## config.mk

```make
export PLATFORM = sky130hd
export DESIGN_NAME = bf_mem_arbiter_flat
export DESIGN_NICKNAME = d
export VERILOG_FILES = /design/src/rtl/bf_mem_arbiter_if.sv /design/src/rtl/bf_mem_arbiter.sv /design/src/flat_wrapper.sv
export SDC_FILE = /design/constraint.sdc
export NUM_CORES = 1
export LEC_CHECK = 0
export ABC_AREA = 1
export CAP_MARGIN = 30
export CORE_ASPECT_RATIO = 1.5
export CORE_MARGIN = 5
export CORE_UTILIZATION = 47
export DETAILED_ROUTE_END_ITERATION = 16
export PLACE_DENSITY = 0.94
export SLEW_MARGIN = 20
export SYNTH_ARGS = -nofsm -noshare
export SYNTH_HDL_FRONTEND = slang
export SYNTH_SLANG_ARGS = --single-unit
```

## constraint.sdc

```tcl
create_clock -name clk -period 4.28 [get_ports clk]
set_input_delay 0.856 -clock clk [delete_from_list [all_inputs] [get_ports clk]]
set_output_delay 0.856 -clock clk [all_outputs]
set_load 0.02 [all_outputs]
```

## src/rtl/bf_mem_arbiter_if.sv

```systemverilog
// Memory-bus bundle of the BF processor tile: the two requester ports
// (instruction fetch and data-pointer/cell unit) plus the external memory pins.
interface bf_mem_arbiter_if;
  // instruction-fetch requester
  logic       if_req;
  logic [7:0] if_addr;
  logic       if_ack;
  logic [7:0] if_rdata;
  // data requester
  logic       d_req;
  logic       d_we;
  logic [7:0] d_addr;
  logic [7:0] d_wdata;
  logic       d_ack;
  logic [7:0] d_rdata;
  // external memory bus
  logic [7:0] mem_addr;
  logic [7:0] mem_wdata;
  logic [7:0] mem_rdata;
  logic [7:0] mem_oe;
  logic       busy;

  // arbiter side
  modport slave (
    input  if_req, if_addr, d_req, d_we, d_addr, d_wdata, mem_rdata,
    output if_ack, if_rdata, d_ack, d_rdata, mem_addr, mem_wdata, mem_oe, busy
  );

  // requester / memory-model side
  modport master (
    output if_req, if_addr, d_req, d_we, d_addr, d_wdata, mem_rdata,
    input  if_ack, if_rdata, d_ack, d_rdata, mem_addr, mem_wdata, mem_oe, busy
  );
endinterface

```

## src/rtl/bf_mem_arbiter.sv

```systemverilog
// Round-robin arbiter sharing the tile's single 8-bit memory bus between the
// instruction-fetch unit and the data unit. Each access runs a fixed
// SETUP -> ACCESS -> DONE sequence; DONE is the bus turnaround cycle in which
// the winner's one-cycle acknowledge is raised.
module bf_mem_arbiter #(
  parameter int SETUP_CYCLES  = 1,
  parameter int ACCESS_CYCLES = 2
) (
  input logic             clk,
  input logic             rst_n,
  bf_mem_arbiter_if.slave bus
);

  typedef enum logic [1:0] {S_IDLE, S_SETUP, S_ACCESS, S_DONE} state_t;

  state_t     r_state;
  state_t     w_state_nxt;
  logic [3:0] r_cnt;
  logic [3:0] w_cnt_nxt;

  logic       r_gnt_d;      // current transaction belongs to the data unit
  logic       r_last_d;     // most recent grant went to the data unit
  logic       r_we;         // current transaction is a write
  logic [7:0] r_addr;
  logic [7:0] r_wdata;
  logic [7:0] r_if_rdata;
  logic [7:0] r_d_rdata;

  logic       w_grant;
  logic       w_pick_d;
  logic       w_sample;
  logic       w_drive;

  // A grant happens on any request in IDLE; on contention the side that was
  // not served last wins, a lone request wins regardless of history.
  assign w_grant  = (r_state == S_IDLE) && (bus.if_req || bus.d_req);
  assign w_pick_d = bus.d_req && (!bus.if_req || !r_last_d);
  assign w_sample = (r_state == S_ACCESS) && (r_cnt == 4'd0) && !r_we;
  assign w_drive  = r_we && ((r_state == S_SETUP) || (r_state == S_ACCESS));

  // State and phase counter register
  always_ff @(posedge clk or negedge rst_n) begin
    if (!rst_n) begin
      r_state <= S_IDLE;
      r_cnt   <= 4'd0;
    end else begin
      r_state <= w_state_nxt;
      r_cnt   <= w_cnt_nxt;
    end
  end

  // Next-state and phase-counter decode
  always_comb begin
    w_state_nxt = r_state;
    w_cnt_nxt   = r_cnt;
    unique case (r_state)
      S_IDLE: begin
        if (w_grant) begin
          w_state_nxt = S_SETUP;
          w_cnt_nxt   = 4'(SETUP_CYCLES - 1);
        end
      end
      S_SETUP: begin
        if (r_cnt == 4'd0) begin
          w_state_nxt = S_ACCESS;
          w_cnt_nxt   = 4'(ACCESS_CYCLES - 1);
        end else begin
          w_cnt_nxt = r_cnt - 4'd1;
        end
      end
      S_ACCESS: begin
        if (r_cnt == 4'd0) w_state_nxt = S_DONE;
        else               w_cnt_nxt   = r_cnt - 4'd1;
      end
      S_DONE: w_state_nxt = S_IDLE;
      default: w_state_nxt = S_IDLE;
    endcase
  end

  // Latch the winner's request at grant; later input changes are ignored.
  // Write data is only updated by writes so the pins hold their last value.
  always_ff @(posedge clk or negedge rst_n) begin
    if (!rst_n) begin
      r_gnt_d  <= 1'b0;
      r_last_d <= 1'b1;
      r_we     <= 1'b0;
      r_addr   <= 8'h00;
      r_wdata  <= 8'h00;
    end else if (w_grant) begin
      r_gnt_d  <= w_pick_d;
      r_last_d <= w_pick_d;
      r_we     <= w_pick_d && bus.d_we;
      r_addr   <= w_pick_d ? bus.d_addr : bus.if_addr;
      if (w_pick_d && bus.d_we) r_wdata <= bus.d_wdata;
    end
  end

  // Capture read data at the end of the last access cycle into the winner's port
  always_ff @(posedge clk or negedge rst_n) begin
    if (!rst_n) begin
      r_if_rdata <= 8'h00;
      r_d_rdata  <= 8'h00;
    end else if (w_sample) begin
      if (r_gnt_d) r_d_rdata  <= bus.mem_rdata;
      else         r_if_rdata <= bus.mem_rdata;
    end
  end

  // Outputs decode straight from state so reset clears them without a clock
  assign bus.mem_addr  = r_addr;
  assign bus.mem_wdata = r_wdata;
  assign bus.mem_oe    = {8{w_drive}};
  assign bus.busy      = (r_state != S_IDLE);
  assign bus.if_ack    = (r_state == S_DONE) && !r_gnt_d;
  assign bus.d_ack     = (r_state == S_DONE) && r_gnt_d;
  assign bus.if_rdata  = r_if_rdata;
  assign bus.d_rdata   = r_d_rdata;

endmodule

```

## src/flat_wrapper.sv

```systemverilog
// flat-port wrapper written by rule: the top's interface ports become plain ports
module bf_mem_arbiter_flat 
#(
  parameter int SETUP_CYCLES  = 1,
  parameter int ACCESS_CYCLES = 2
)
  (clk, rst_n, bus_if_req, bus_if_addr, bus_d_req, bus_d_we, bus_d_addr, bus_d_wdata, bus_mem_rdata, bus_if_ack, bus_if_rdata, bus_d_ack, bus_d_rdata, bus_mem_addr, bus_mem_wdata, bus_mem_oe, bus_busy);
  bf_mem_arbiter_if bus_i ();
  input logic clk;
  input logic rst_n;
  input wire logic [$bits(bus_i.if_req)-1:0] bus_if_req;
  input wire logic [$bits(bus_i.if_addr)-1:0] bus_if_addr;
  input wire logic [$bits(bus_i.d_req)-1:0] bus_d_req;
  input wire logic [$bits(bus_i.d_we)-1:0] bus_d_we;
  input wire logic [$bits(bus_i.d_addr)-1:0] bus_d_addr;
  input wire logic [$bits(bus_i.d_wdata)-1:0] bus_d_wdata;
  input wire logic [$bits(bus_i.mem_rdata)-1:0] bus_mem_rdata;
  output wire logic [$bits(bus_i.if_ack)-1:0] bus_if_ack;
  output wire logic [$bits(bus_i.if_rdata)-1:0] bus_if_rdata;
  output wire logic [$bits(bus_i.d_ack)-1:0] bus_d_ack;
  output wire logic [$bits(bus_i.d_rdata)-1:0] bus_d_rdata;
  output wire logic [$bits(bus_i.mem_addr)-1:0] bus_mem_addr;
  output wire logic [$bits(bus_i.mem_wdata)-1:0] bus_mem_wdata;
  output wire logic [$bits(bus_i.mem_oe)-1:0] bus_mem_oe;
  output wire logic [$bits(bus_i.busy)-1:0] bus_busy;
  assign bus_i.if_req = bus_if_req;
  assign bus_i.if_addr = bus_if_addr;
  assign bus_i.d_req = bus_d_req;
  assign bus_i.d_we = bus_d_we;
  assign bus_i.d_addr = bus_d_addr;
  assign bus_i.d_wdata = bus_d_wdata;
  assign bus_i.mem_rdata = bus_mem_rdata;
  assign bus_if_ack = bus_i.if_ack;
  assign bus_if_rdata = bus_i.if_rdata;
  assign bus_d_ack = bus_i.d_ack;
  assign bus_d_rdata = bus_i.d_rdata;
  assign bus_mem_addr = bus_i.mem_addr;
  assign bus_mem_wdata = bus_i.mem_wdata;
  assign bus_mem_oe = bus_i.mem_oe;
  assign bus_busy = bus_i.busy;
  bf_mem_arbiter #(.SETUP_CYCLES(SETUP_CYCLES), .ACCESS_CYCLES(ACCESS_CYCLES)) u_core (.clk(clk), .rst_n(rst_n), .bus(bus_i));
endmodule
```

== Word level (Yosys, flattened, before mapping) ==
Index checks and enable logic that the tools add are counted.

* Register bits: 41
* Output and inout bits: 43
* Logic and storage cells: 51
* Input bits: 37

* Bitwise gates (word level): 1
* Muxes and demuxes: 9
* Reductions and logical operators: 24
* Add/sub/neg operators: 1
* Equality and inequality tests: 7

{| class="wikitable"
|+ Operators by type and width
! cell !! number
|-
| two-way mux 4 bit || 3
|-
| case mux 4 bit (3 select lines) || 1
|-
| logical AND 1 bit || 8
|-
| two-way mux 8 bit || 1
|-
| case mux 2 bit (4 select lines) || 1
|-
| two-way mux 2 bit || 3
|-
| inequality test 2 bit, second input constant || 3
|-
| AND reduction 2 bit || 3
|-
| AND reduction 3 bit || 2
|-
| == test 2 bit, second input constant || 2
|-
| zero test 1 bit || 4
|-
| zero test 4 bit || 1
|-
| subtractor 4 x 1 -> 4 bit, second input constant || 1
|-
| logical OR 1 bit || 3
|-
| nonzero test 3 bit || 1
|-
| == test 2 x 1 -> 1 bit, second input constant || 1
|-
| zero test 2 bit || 1
|-
| inequality test 2 x 1 -> 1 bit, second input constant || 1
|-
| nonzero test 2 bit || 1
|-
| NOT 1 bit || 1
|}

== Depth between registers and ports, before layout ==
* Depth in word-level cells: 5
* Gate-level depth with buffers: 8

== Worst setup path after synthesis ==
OpenSTA, ideal clock, no wires.

* Path kind: reg2out
* From: reg u_core.r_state[0]
* To: out bus_mem_oe[0]
* Slack: 2.298 ns
* Data arrival time: 1.126 ns
* Stages on the path, launching flop included: 6
* Path buffers: 1
* Cells stage by stage: dfrtp_1 inv_1 ha_1 nand2_1 inv_1 buf_4

* Cells in the longest elaborated chain, start to end: 3

{| class="wikitable"
|+ Ends and longest elaborated chain
! element !! line !! RTL
|-
| start: declaration || bf_mem_arbiter.sv:16 || <nowiki>state_t r_state;</nowiki>
|-
| start signal: assignment || bf_mem_arbiter.sv:47 || <nowiki>r_state <= w_state_nxt;</nowiki>
|-
| == test 2 x 1 -> 1 bit / == test 2 bit (equally long branches) || bf_mem_arbiter.sv:39 || <nowiki>assign w_drive = r_we && ((r_state == S_SETUP) || (r_state == S_ACCESS));</nowiki>
|-
| logical OR 1 bit (*) || bf_mem_arbiter.sv:39 ||
|-
| logical AND 1 bit (*) || bf_mem_arbiter.sv:39 ||
|-
| end: declaration || flat_wrapper.sv:24 || <nowiki>output wire logic [$bits(bus_i.mem_oe)-1:0] bus_mem_oe;</nowiki>
|}

Mark *: on every way between the ends. The rest lies on a longest branch, timed or not.

== Final worst setup path ==
Same ends and word-level chain as after synthesis.

==> results_dict.tcl <==
set metrics [dict create \
    cts.repair.resized 0 \
    stdcell_area_mm2 0.00290 \
    period_needed_ps 2870 \
    grt_pass1_wl_um 7960 \
    final_nets 353 \
    finalSetupTns_ps 0 \
    startpoint "u_core.r_state[0]" \
    ant_nets 0 \
    grt_pass1_vias 1801 \
    ios 80 \
    crit_buf_inv 3 \
    crit_required_ps 3420 \
    grtUsageTotal_pct 17.4 \
    dp_hpwl_um 3730 \
    drc 0 \
    synth_area_mm2 0.00202 \
    whs_ps 401 \
    cp_common_cell "inv_1" \
    synthAdderAreaFrac_pct 4.34 \
    worstPathMaxFanout 8 \
    chipWidth_um 63.5 \
    leakage_nw 1.39 \
    antenna_found_initial 0 \
    diodes 0 \
    die_h_um 90.3 \
    max_freq_ghz 0.348 \
    ys_seq_elements 41 \
    rsz0062_at_grt "no" \
    dr.max_layer_used "met4" \
    wl_met2_um 2580 \
    r2r-start "u_core.r_state[0]" \
    dieArea_mm2 0.00573 \
    finClkSkew_ps 6.87 \
    clockBufferDepth 2 \
    post-cts-setup-buffers 0 \
    slew_violations 0 \
    drt-total-wl_um 4870 \
    slowest_stage "clkdlybuf4s50_1" \
    dr_wl_met3_um 409 \
    vias 1799 \
    arrival_ps 2020 \
    setup_viol 0 \
    muxShareOfSynthArea_pct 0 \
    peakVddDrop_v 0.000490 \
    clockRootBuffer "clkbuf_8" \
    core_mm2 0.00421 \
    place.gp.congestion 0.766 \
    drt-pass1-iter-count 6 \
    cts_buffers 5 \
    drt_iter0_drc 70 \
    grt_overflow_total 0 \
    drt-met1-wl_um 1750 \
    worstHoldPathType "primary input to asynchronous set/reset pin" \
    synth_area_per_cell_um2 8.66 \
    end_kind "output port" \
    cp_top_family "buffers and inverters" \
    synth_top_family_by_area "simple AND/OR/NAND/NOR gates" \
    synth-edff-count 0 \
    crit_type "flop to output port" \
    cts_tree "built" \
    synthSimpleGateAreaFrac_pct 30.4 \
    p_per_area_mw_per_mm2 777 \
    numPortBuffers 79 \
    cap_violations 0 \
    rows 29 \
    synth_top_cells_by_area "dfrtp_1, nand2_1, nand3_1" \
    synthesis.nets 277 \
    ys_warn_count 0 \
    cts_sinks 41 \
    crit_chain "inv_1 -> ha_1 -> nand2_1 -> inv_1 -> clkdlybuf4s50_1" \
    outcome "finished clean" \
    synth_top_area_share_pct 49.6 \
    drive_gt1_share_pct 7.74 \
    worst_slew_pin_slew_ps 416 \
    synthXorXnorAreaFrac_pct 0.434 \
    period_share_pct 67.1 \
    synth_top_area_cell "dfrtp_1" \
    synth_ff_type "dfrtp_1" \
    path_clk_slew_ps 80 \
    filler_cell_count 358 \
    async_flop_share_pct 100 \
    max_slew_margin_pct 72.3 \
    grt_max_degree 42 \
    synth-seq-area-share_pct 50.9 \
    start_kind "flop" \
    synth.distinct_cells 25 \
    critPathMaxStageDelay_ps 640 \
    synthCells 233 \
    via_per_inst 5.05 \
    synthToLayoutAreaGrowth_pct 43.6 \
    power.total_mw 2.25 \
    final_hold_viol_count 0 \
    h-tree-depth 2 \
    wl_per_cell_um 13.7 \
    clk_latency_ps 290 \
    hold_buffers 0 \
    start_util_pct 47.9 \
    placedInstanceArea_mm2 0.00277 \
    synth-compound-area-share_pct 5.52 \
]
[synthesized netlist by cell type, types with 3 or more instances]
| library cell | number |
|---|---|
| dfrtp_1 | 40 |
| ha_1 | 7 |
| inv_1 | 14 |
| nand3_1 | 21 |
| a31oi_1 | 7 |
| nor2_1 | 12 |
| buf_4 | 8 |
| nand2_1 | 93 |
| o21ai_0 | 9 |
| inv_4 | 3 |
| nand2_2 | 3 |
[power by group]
| part | internal (mW) | switching, mW | leakage (nW) | total [mW] |
|---|---|---|---|---|
| combinational | 0.539 | 0.708 | 0.840 | 1.25 |
| clock | 0.173 | 0.132 | 0.0552 | 0.305 |
| sequential | 0.575 | 0.125 | 0.498 | 0.700 |
[worst paths after layout]
kind | depth (start not counted) | end | slack [ps]
min in group clk | 2 | u_core.bus.if_rdata[6] | 480
min | 1 | u_core.bus.if_rdata[4] | 400
min reg2reg | 2 | u_core.bus.if_rdata[6] | 480
max in group asynchronous | 2 | u_core.r_last_d | 3390
max | 5 | bus_mem_oe[0] | 1410
max reg2reg | 7 | u_core.bus.if_rdata[0] | 2610
[cell type report]
cell class / instances / area (µm²) / area share (%)
sequential: 41 / 1030 / 35.4
inverter: 19 / 78.8 / 2.72
timing repair buffer: 80 / 806 / 27.8
clock buffer: 6 / 72.6 / 2.50
clock inverter: 2 / 35.0 / 1.21
tap: 46 / 57.6 / 1.99
multi-input combinational: 162 / 822 / 28.4
[cells in the final DEF (no fill, tap or decap), drive strengths merged]
cell type and instances:
nand4 1, dfrtp 40, ha 7, dfstp 1, a21oi 2, nor2 16, nand3 22, xor2 1
clkdlybuf4s50 78, inv 18, bufinv 1, clkbuf 6, o21ai 9, buf 2, clkinv 2, nand2 96
a31oi 8
[cells by family after synthesis]
logic type	Yosys count
and+or+nand+nor	135
DFF	41
buffers and inverters	30
AOI/OAI and AO/OA	19
adders and majority gates	7
xor gates and xnor gates	1
[metrics by stage]
stage / setup slack [ps] / instances / utilization, %
CTS: 1380 / 355 / 68.4
floorplan: 2300 / 233 / -
detailed placement: 1720 / 347 / 65.8
global placement: 1790 / 347 / 65.8
finish: 1410 / 356 / 68.9
global route: 1270 / 356 / 68.9
[state kept, by name (all words and copies together), names as in the netlist]
signal                flops
u_core.bus.if_rdata       8
u_core.bus.mem_addr       8
u_core.bus.mem_wdata      8
u_core.r_cnt              4
u_core.r_state            2
u_core.bus.d_rdata        8
u_core.r_gnt_d            1
u_core.r_last_d           1
u_core.r_we               1
[per-layer routing]
metal / vias up / GRT usage [%]
met5: - / 0
met4: 0 / 9.53
met3: 13 / 5.48
met2: 80 / 30.5
met1: 822 / 17.9
li1: 884 / -
Note: power is estimated with default switching activity, not from simulation.
